[src/rtl/bus_interconnect.sv]
`default_nettype none
// ============================================================================
//  Module   : bus_interconnect
//  Brief    : Single-cycle req/gnt/rvalid interconnect. Fixed-priority host
//             arbitration, runtime base/mask address decode, and one-cycle
//             response routing back to the originating host.
//  Revision : 1.0 - initial release
// ============================================================================
module bus_interconnect #(
  parameter int NrDevices    = 1,
  parameter int NrHosts      = 1,
  parameter int DataWidth    = 32,
  parameter int AddressWidth = 32
) (
  input  logic                      clk_i,
  input  logic                      rst_ni,

  // Host side
  input  logic                      host_req_i     [NrHosts],
  output logic                      host_gnt_o     [NrHosts],
  input  logic [AddressWidth-1:0]   host_addr_i    [NrHosts],
  input  logic                      host_we_i      [NrHosts],
  input  logic [DataWidth/8-1:0]    host_be_i      [NrHosts],
  input  logic [DataWidth-1:0]      host_wdata_i   [NrHosts],
  output logic                      host_rvalid_o  [NrHosts],
  output logic [DataWidth-1:0]      host_rdata_o   [NrHosts],
  output logic                      host_err_o     [NrHosts],

  // Device side
  output logic                      device_req_o   [NrDevices],
  output logic [AddressWidth-1:0]   device_addr_o  [NrDevices],
  output logic                      device_we_o    [NrDevices],
  output logic [DataWidth/8-1:0]    device_be_o    [NrDevices],
  output logic [DataWidth-1:0]      device_wdata_o [NrDevices],
  input  logic                      device_rvalid_i[NrDevices],
  input  logic [DataWidth-1:0]      device_rdata_i [NrDevices],
  input  logic                      device_err_i   [NrDevices],

  // Address map
  input  logic [AddressWidth-1:0]   cfg_device_addr_base [NrDevices],
  input  logic [AddressWidth-1:0]   cfg_device_addr_mask [NrDevices]
);

  localparam int unsigned HOST_IDX_W = (NrHosts   > 1) ? $clog2(NrHosts)   : 1;
  localparam int unsigned DEV_IDX_W  = (NrDevices > 1) ? $clog2(NrDevices) : 1;
  localparam int unsigned BE_W       = DataWidth / 8;

  // Arbitration result and the winning host's request fields
  logic                    win_any;
  logic [HOST_IDX_W-1:0]   win_idx;
  logic [AddressWidth-1:0] win_addr;
  logic                    win_we;
  logic [BE_W-1:0]         win_be;
  logic [DataWidth-1:0]    win_wdata;

  // Decode result for the winning address
  logic                    dev_hit;
  logic [DEV_IDX_W-1:0]    dev_idx;

  // Response routing state
  logic [HOST_IDX_W-1:0]   host_sel_d, host_sel_q;
  logic [DEV_IDX_W-1:0]    dev_sel_d,  dev_sel_q;
  logic                    dec_err_d,  dec_err_q;
  logic                    pending_d,  pending_q;

  // Response of the selected device, before host demux
  logic                    rsp_valid;
  logic [DataWidth-1:0]    rsp_rdata;
  logic                    rsp_err;

  // Fixed priority: scan downward so the lowest-indexed requester is the last write
  always_comb begin
    win_any = 1'b0;
    win_idx = '0;
    for (int h = NrHosts - 1; h >= 0; h--) begin
      if (host_req_i[h]) begin
        win_any = 1'b1;
        win_idx = HOST_IDX_W'(h);
      end
    end
  end

  // Mux the winning host's request fields; zero when nobody is requesting
  always_comb begin
    win_addr  = '0;
    win_we    = 1'b0;
    win_be    = '0;
    win_wdata = '0;
    for (int h = 0; h < NrHosts; h++) begin
      if (win_any && (win_idx == HOST_IDX_W'(h))) begin
        win_addr  = host_addr_i[h];
        win_we    = host_we_i[h];
        win_be    = host_be_i[h];
        win_wdata = host_wdata_i[h];
      end
    end
  end

  // Address decode; downward scan makes the lowest-indexed match win on overlap
  always_comb begin
    dev_hit = 1'b0;
    dev_idx = '0;
    for (int d = NrDevices - 1; d >= 0; d--) begin
      if ((win_addr & cfg_device_addr_mask[d]) == cfg_device_addr_base[d]) begin
        dev_hit = 1'b1;
        dev_idx = DEV_IDX_W'(d);
      end
    end
  end

  // Grant the winner regardless of whether its address maps to a device
  always_comb begin
    for (int h = 0; h < NrHosts; h++) begin
      host_gnt_o[h] = win_any && (win_idx == HOST_IDX_W'(h));
    end
  end

  // Forward the request to the single selected device; others see all zeros
  always_comb begin
    for (int d = 0; d < NrDevices; d++) begin
      device_req_o[d]   = 1'b0;
      device_addr_o[d]  = '0;
      device_we_o[d]    = 1'b0;
      device_be_o[d]    = '0;
      device_wdata_o[d] = '0;
      if (win_any && dev_hit && (dev_idx == DEV_IDX_W'(d))) begin
        device_req_o[d]   = 1'b1;
        device_addr_o[d]  = win_addr;
        device_we_o[d]    = win_we;
        device_be_o[d]    = win_be;
        device_wdata_o[d] = win_wdata;
      end
    end
  end

  // Capture routing on each grant; routing holds otherwise, pending lasts one cycle
  always_comb begin
    host_sel_d = host_sel_q;
    dev_sel_d  = dev_sel_q;
    dec_err_d  = dec_err_q;
    pending_d  = 1'b0;
    if (win_any) begin
      host_sel_d = win_idx;
      dev_sel_d  = dev_hit ? dev_idx : '0;
      dec_err_d  = ~dev_hit;
      pending_d  = 1'b1;
    end
  end

  // Routing state registers with synchronous active-low reset
  always_ff @(posedge clk_i) begin
    if (!rst_ni) begin
      host_sel_q <= '0;
      dev_sel_q  <= '0;
      dec_err_q  <= 1'b0;
      pending_q  <= 1'b0;
    end else begin
      host_sel_q <= host_sel_d;
      dev_sel_q  <= dev_sel_d;
      dec_err_q  <= dec_err_d;
      pending_q  <= pending_d;
    end
  end

  // Pick the response of the device that was granted last cycle
  always_comb begin
    rsp_valid = 1'b0;
    rsp_rdata = '0;
    rsp_err   = 1'b0;
    for (int d = 0; d < NrDevices; d++) begin
      if (dev_sel_q == DEV_IDX_W'(d)) begin
        rsp_valid = device_rvalid_i[d];
        rsp_rdata = device_rdata_i[d];
        rsp_err   = device_err_i[d];
      end
    end
  end

  // Deliver the response only to the originating host; decode errors are synthesised here
  always_comb begin
    for (int h = 0; h < NrHosts; h++) begin
      host_rvalid_o[h] = 1'b0;
      host_rdata_o[h]  = '0;
      host_err_o[h]    = 1'b0;
      if (pending_q && (host_sel_q == HOST_IDX_W'(h))) begin
        if (dec_err_q) begin
          host_rvalid_o[h] = 1'b1;
          host_err_o[h]    = 1'b1;
        end else begin
          host_rvalid_o[h] = rsp_valid;
          host_rdata_o[h]  = rsp_rdata;
          host_err_o[h]    = rsp_err;
        end
      end
    end
  end

endmodule
`default_nettype wire

[config.mk]
export PLATFORM = sky130hd
export DESIGN_NAME = bus_interconnect
export DESIGN_NICKNAME = d
export VERILOG_FILES = /design/src/rtl/bus_interconnect.sv
export SDC_FILE = /design/constraint.sdc
export NUM_CORES = 1
export LEC_CHECK = 0
export CAP_MARGIN = 5
export CORE_AREA = 4 4 104 106
export DETAILED_ROUTE_END_ITERATION = 16
export DIE_AREA = 0 0 108 110
export PLACE_DENSITY = 0.64
export SLEW_MARGIN = 40
export SYNTH_ARGS = -nofsm -noshare
export SYNTH_HDL_FRONTEND = slang
export SYNTH_SLANG_ARGS = --single-unit
[constraint.sdc]
create_clock -name clk_i -period 4.49 [get_ports clk_i]
set_input_delay 1.1225 -clock clk_i [delete_from_list [all_inputs] [get_ports clk_i]]
set_output_delay 1.1225 -clock clk_i [all_outputs]
set_load 0.005 [all_outputs]
Word-level counts from Yosys, hierarchy flattened
Cells that the tools add are included.
- shift operators: 0
- reductions and logical operators: 1
- div/mod/pow operators: 0
- equal/unequal tests: 1
- add/subtract/negate cells: 0
- bitwise gates (word level): 2
- multiply operators: 0
- magnitude comparators: 0
- muxes and demuxes: 18
- operator list (kind ; count):
    $mux 32 ; 6
    $and 32x32->32 ; 1
    $eq 32x32->1 ; 1
    $mux 1 ; 10
    $mux 4 ; 2
    $logic_and 1x1->1 ; 1
    $not 1->1 ; 1
- RAM bits: 0
- output and inout bits: 105
- input bits: 170
- ROM bits: 0
- memories: 0
- register bits: 2
- latch bits: 0

Depth between registers and ports, before layout
- word-level depth: 7
- mapped depth: 9

Worst setup path after synthesis
Ideal clock, no wire load.
- kind: input to output
- start point: input host_req_i
- end point: output device_addr_o[0] (netlist name)
- required time: 3.368 ns
- data arrival time: 2.838 ns
- cell stages on the path: 8
- path slack: 0.529 ns
- buffers on the path: 3
- cells stage by stage: buf_6 -> nand3_2 -> xnor2_1 -> or4_1 -> or4_1 -> buf_6 -> buf_6 -> nor3_2
- RTL lines (item ; line ; source):
    start, declared ; 19 ; input logic host_req_i [NrHosts],
    end, declared ; 31 ; output logic [AddressWidth-1:0] device_addr_o [NrDevices],

==> summary.md <==
| Metric | Value |
|---|---|
| Crit path cell chain | clkdlybuf4s15_1 > nand3_2 > xnor2_2 > or4_1 > or4_4 > buf_6 > buf_16 > nor3_2 > dlygate4sd2_1 |
| Post-DP HPWL | 9.52 mm |
| Synth Area in Compound Gates | 2.73% |
| Psw | 98.9 µW |
| Final wirelength | roughly 11 mm |
| Drt pass-1 iters | 4 |
| Number of global-route vias before repair | 3108 |
| Worst Skew | 0 ns |
| Die Span X | 108 µm |
| Slowest CP cell | or4_4 |
| Post-DRT Antenna Nets | 0 |
| Vias/cell | 4.28 |
| Worst Path Buf+Inv | 4 |
| Final Setup Violations | 0 |
| First-pass GRT wire length | approximately 16 mm |
| Synth Area in Adders | 0% |
| Nets@finish | 753 |
| CTS root buffer | clkbuf_8 |
| Status | completed |
| Slew HR | 83.4% |
| CP max stage delay | 0.58 ns |
| Filler instances | ~970 |
| CTS tree | built |
| Hold crit path type | reg -> reg |
| Initial drt markers | 107 |
| Vert. Die Dim | between 100 and 150 µm |
| Port bufs | 274 |
| Prevailing post-synth register cell | dfxtp_1 |
| Placed instance area | 0.00499 mm² |
| Core area | 0.00977 mm² |
| GR Overflow Total | 0 |
| I/O Pins | between 200 and 300 |
| Netlist cell types | 26 |
| Measured slew at the worst slew-check pin | 0.247 ns |
| Synth Instances | 280 |
| Period utilisation layout | between 90% and 100% |
| Die area | 0.0119 mm² |
| Area Growth Syn to Fin | 164% |
| Simple-gate share of the synthesized area | 65.5% |
| CP endpoint kind | primary output |
| Synth warn | 0 |
| Pre-CTS setup slack | -0.577 ns |
| Clock transition at the registers of the reported paths | 0.03 ns |
| Max VDD drop | between 0.03 and 0.04 mV |
| CP required | 3.37 ns |
| Skew-Pair Late Insertion Delay | 0.21 ns |
| MaxCap Viol Count | 0 |
| #FFs+latches synth | 2 |
| Vias after detailed routing | approximately 3100 |
| Final instance area | 0.00507 mm² |
| Fmax | 0.223 GHz |
| Final WS setup | 0.0136 ns |
| Ant diodes | 0 |
| Synth async-reset ratio | 0% |
| Final min period | 4.48 ns |
| Overall Power | around 370 µW |
| Slew Viols, Final | 0 |
| Pwr/cell area | 72.2 mW/mm² |
| Mux contribution to synthesized area | 0% |
| P_int | about 270 µW |
| Global-route usage over all layers | ~17% |
| Final-report hold violation count | 0 |
| Routability cong. | 0.765 |
| Switch share | 27.0% |
| Worst Path Max Fanout | 13 |
| Startpoint types | primary input |
| Pleak | 2.24 nW |
| Clk buf depth | 2 |
| Arr. time, crit path | about 3.4 ns |
| Row count | 36 |
| CTS Buf Count | 3 |
| Initial antenna violation count | 0 |
| Clk pwr share | 19.1% |
| Number of synthesized flops with an enable pin | 0 |
| Comb power frac | ~75% |
| Largest family of logic cells by synthesized area | simple AND/OR/NAND/NOR gates |
| Part of the power in registers | roughly 5.5% |
| Initial core utilization | approximately 20% |
| Pin count of the biggest net entering global routing | 37 |
| Post-synthesis net count | 450 |
| CP Class | in -> out |
| Routed WL per cell | about 16 µm |
| Largest delay share family, worst path | simple AND/OR/NAND/NOR gates |
| Mapped Avg Cell Area | 6.87 µm² |
| Xor/xnor share of the synthesized area | about an eighth |
| Layout cells sized above 1 | 28.9% |
| Worst hold margin | just under 0.6 ns |
| Hold bufs inserted after CTS | 0 |
| Clock sink total | 2 |
| Mapped cell area | 0.00192 mm² |
| Number of H-tree levels | 1 |
| RSZ-0062 raised after global routing | true |
| Sequential area share after synthesis | 2.08% |
| DRC violations left | 0 |
power groups by stage:
stage               Combinational (mW)  Sequential (mW)  Clock (mW)
global route                     0.297           0.0201      0.0744
finish                           0.276           0.0200      0.0700
CTS                              0.275           0.0200      0.0733
floorplan                       0.0684           0.0200           0
detailed placement               0.275           0.0202           0
global placement                 0.272           0.0202           0
placed cells by master (no fill, tap or decap), drive strengths merged:
cell           synthesis  routed
a21oi                  3       3
and2                  33      33
and3                   3       3
buf                   20      63
bufbuf                 0       1
clkbuf                 6      22
clkdlybuf4s15          0       8
clkdlybuf4s50          0     178
dfxtp                  2       2
dlygate4sd2            0      55
inv                   37      37
nand2                 32      32
nand3                 29      29
nand4                  4       4
nor2                   1       1
nor2b                  1       1
nor3                  70      70
nor4                   3       3
o21a                   2       2
o21ai                  1       1
o221a                  1       1
o22ai                  1       1
or4                    2       2
xnor2                 17      17
xor2                  12      12
worst paths after layout:
path | depth (start not counted) | startpoint | slack, ns | end
min reg2reg | 1 | dec_err_q | 0.59 | dec_err_q
max reg2reg | 1 | dec_err_q | 3.77 | dec_err_q
min | 1 | dec_err_q | 0.59 | dec_err_q
max | 9 | cfg_device_addr_mask[4] | 0.01 | device_addr_o[22]
cell usage after synthesis (3+ instances only):
cell	instances	area, µm²
a21oi_1	3	15.0
and2_1	33	206
and3_1	3	18.8
buf_1	3	11.3
buf_2	7	35.0
buf_6	9	101
clkbuf_1	6	22.5
inv_1	37	139
nand2_1	32	120
nand3_1	28	140
nand4_1	4	25.0
nor3_2	69	691
nor4_1	3	18.8
xnor2_1	17	149
xor2_1	12	105
metal layers:
metal	share of wire [%]	track usage [%]	vias up
li1	-	-	1514
met1	33	17.0	1355
met2	54	34.4	172
met3	11	5.59	12
met4	1.6	4.33	0
met5	0	0	-
sequential cells by signal, summed over array words and instances, names as in the netlist:
signal	count
dec_err_q	1
pending_q	1
final cells by class:
type                    count  area (µm²)  share of cell area, %
repair buffers            324        3030                   59.8
multi-input cells         215        1650                   32.6
well taps                 133         166                   3.28
inverters                  37         139                   2.74
clock buffers               3        41.3                  0.814
flip-flops and latches      2        40.0                  0.789
metrics by stage:
stage | utilization (%) | TNS, ns | std cells
after floorplan | - | 0 | 280
after global placement | 51.0 | -35.54 | 697
after detailed placement | 51.0 | -36.55 | 697
after CTS | 51.9 | -0.0544 | 712
after global routing | 51.9 | -0.171 | 714
final | 51.9 | 0 | 714
timing repair:
action                                  in CTS  in global routing
pin swaps                                   22                 18
endpoints found under the setup margin      70                 69
gates cloned                                 3                  1
buffers inserted                             9                  3
resized for setup                          150                 62
cells by family (layout without fill, tap and decap cells):
group,Yosys count,count (layout)
flip-flops,2,2
AND/OR/NAND/NOR,178,178
AO/OA/AOI/OAI,8,8
XOR/XNOR,29,29
buffers and inverters,63,364
Note: power is estimated with default switching activity, not from simulation.
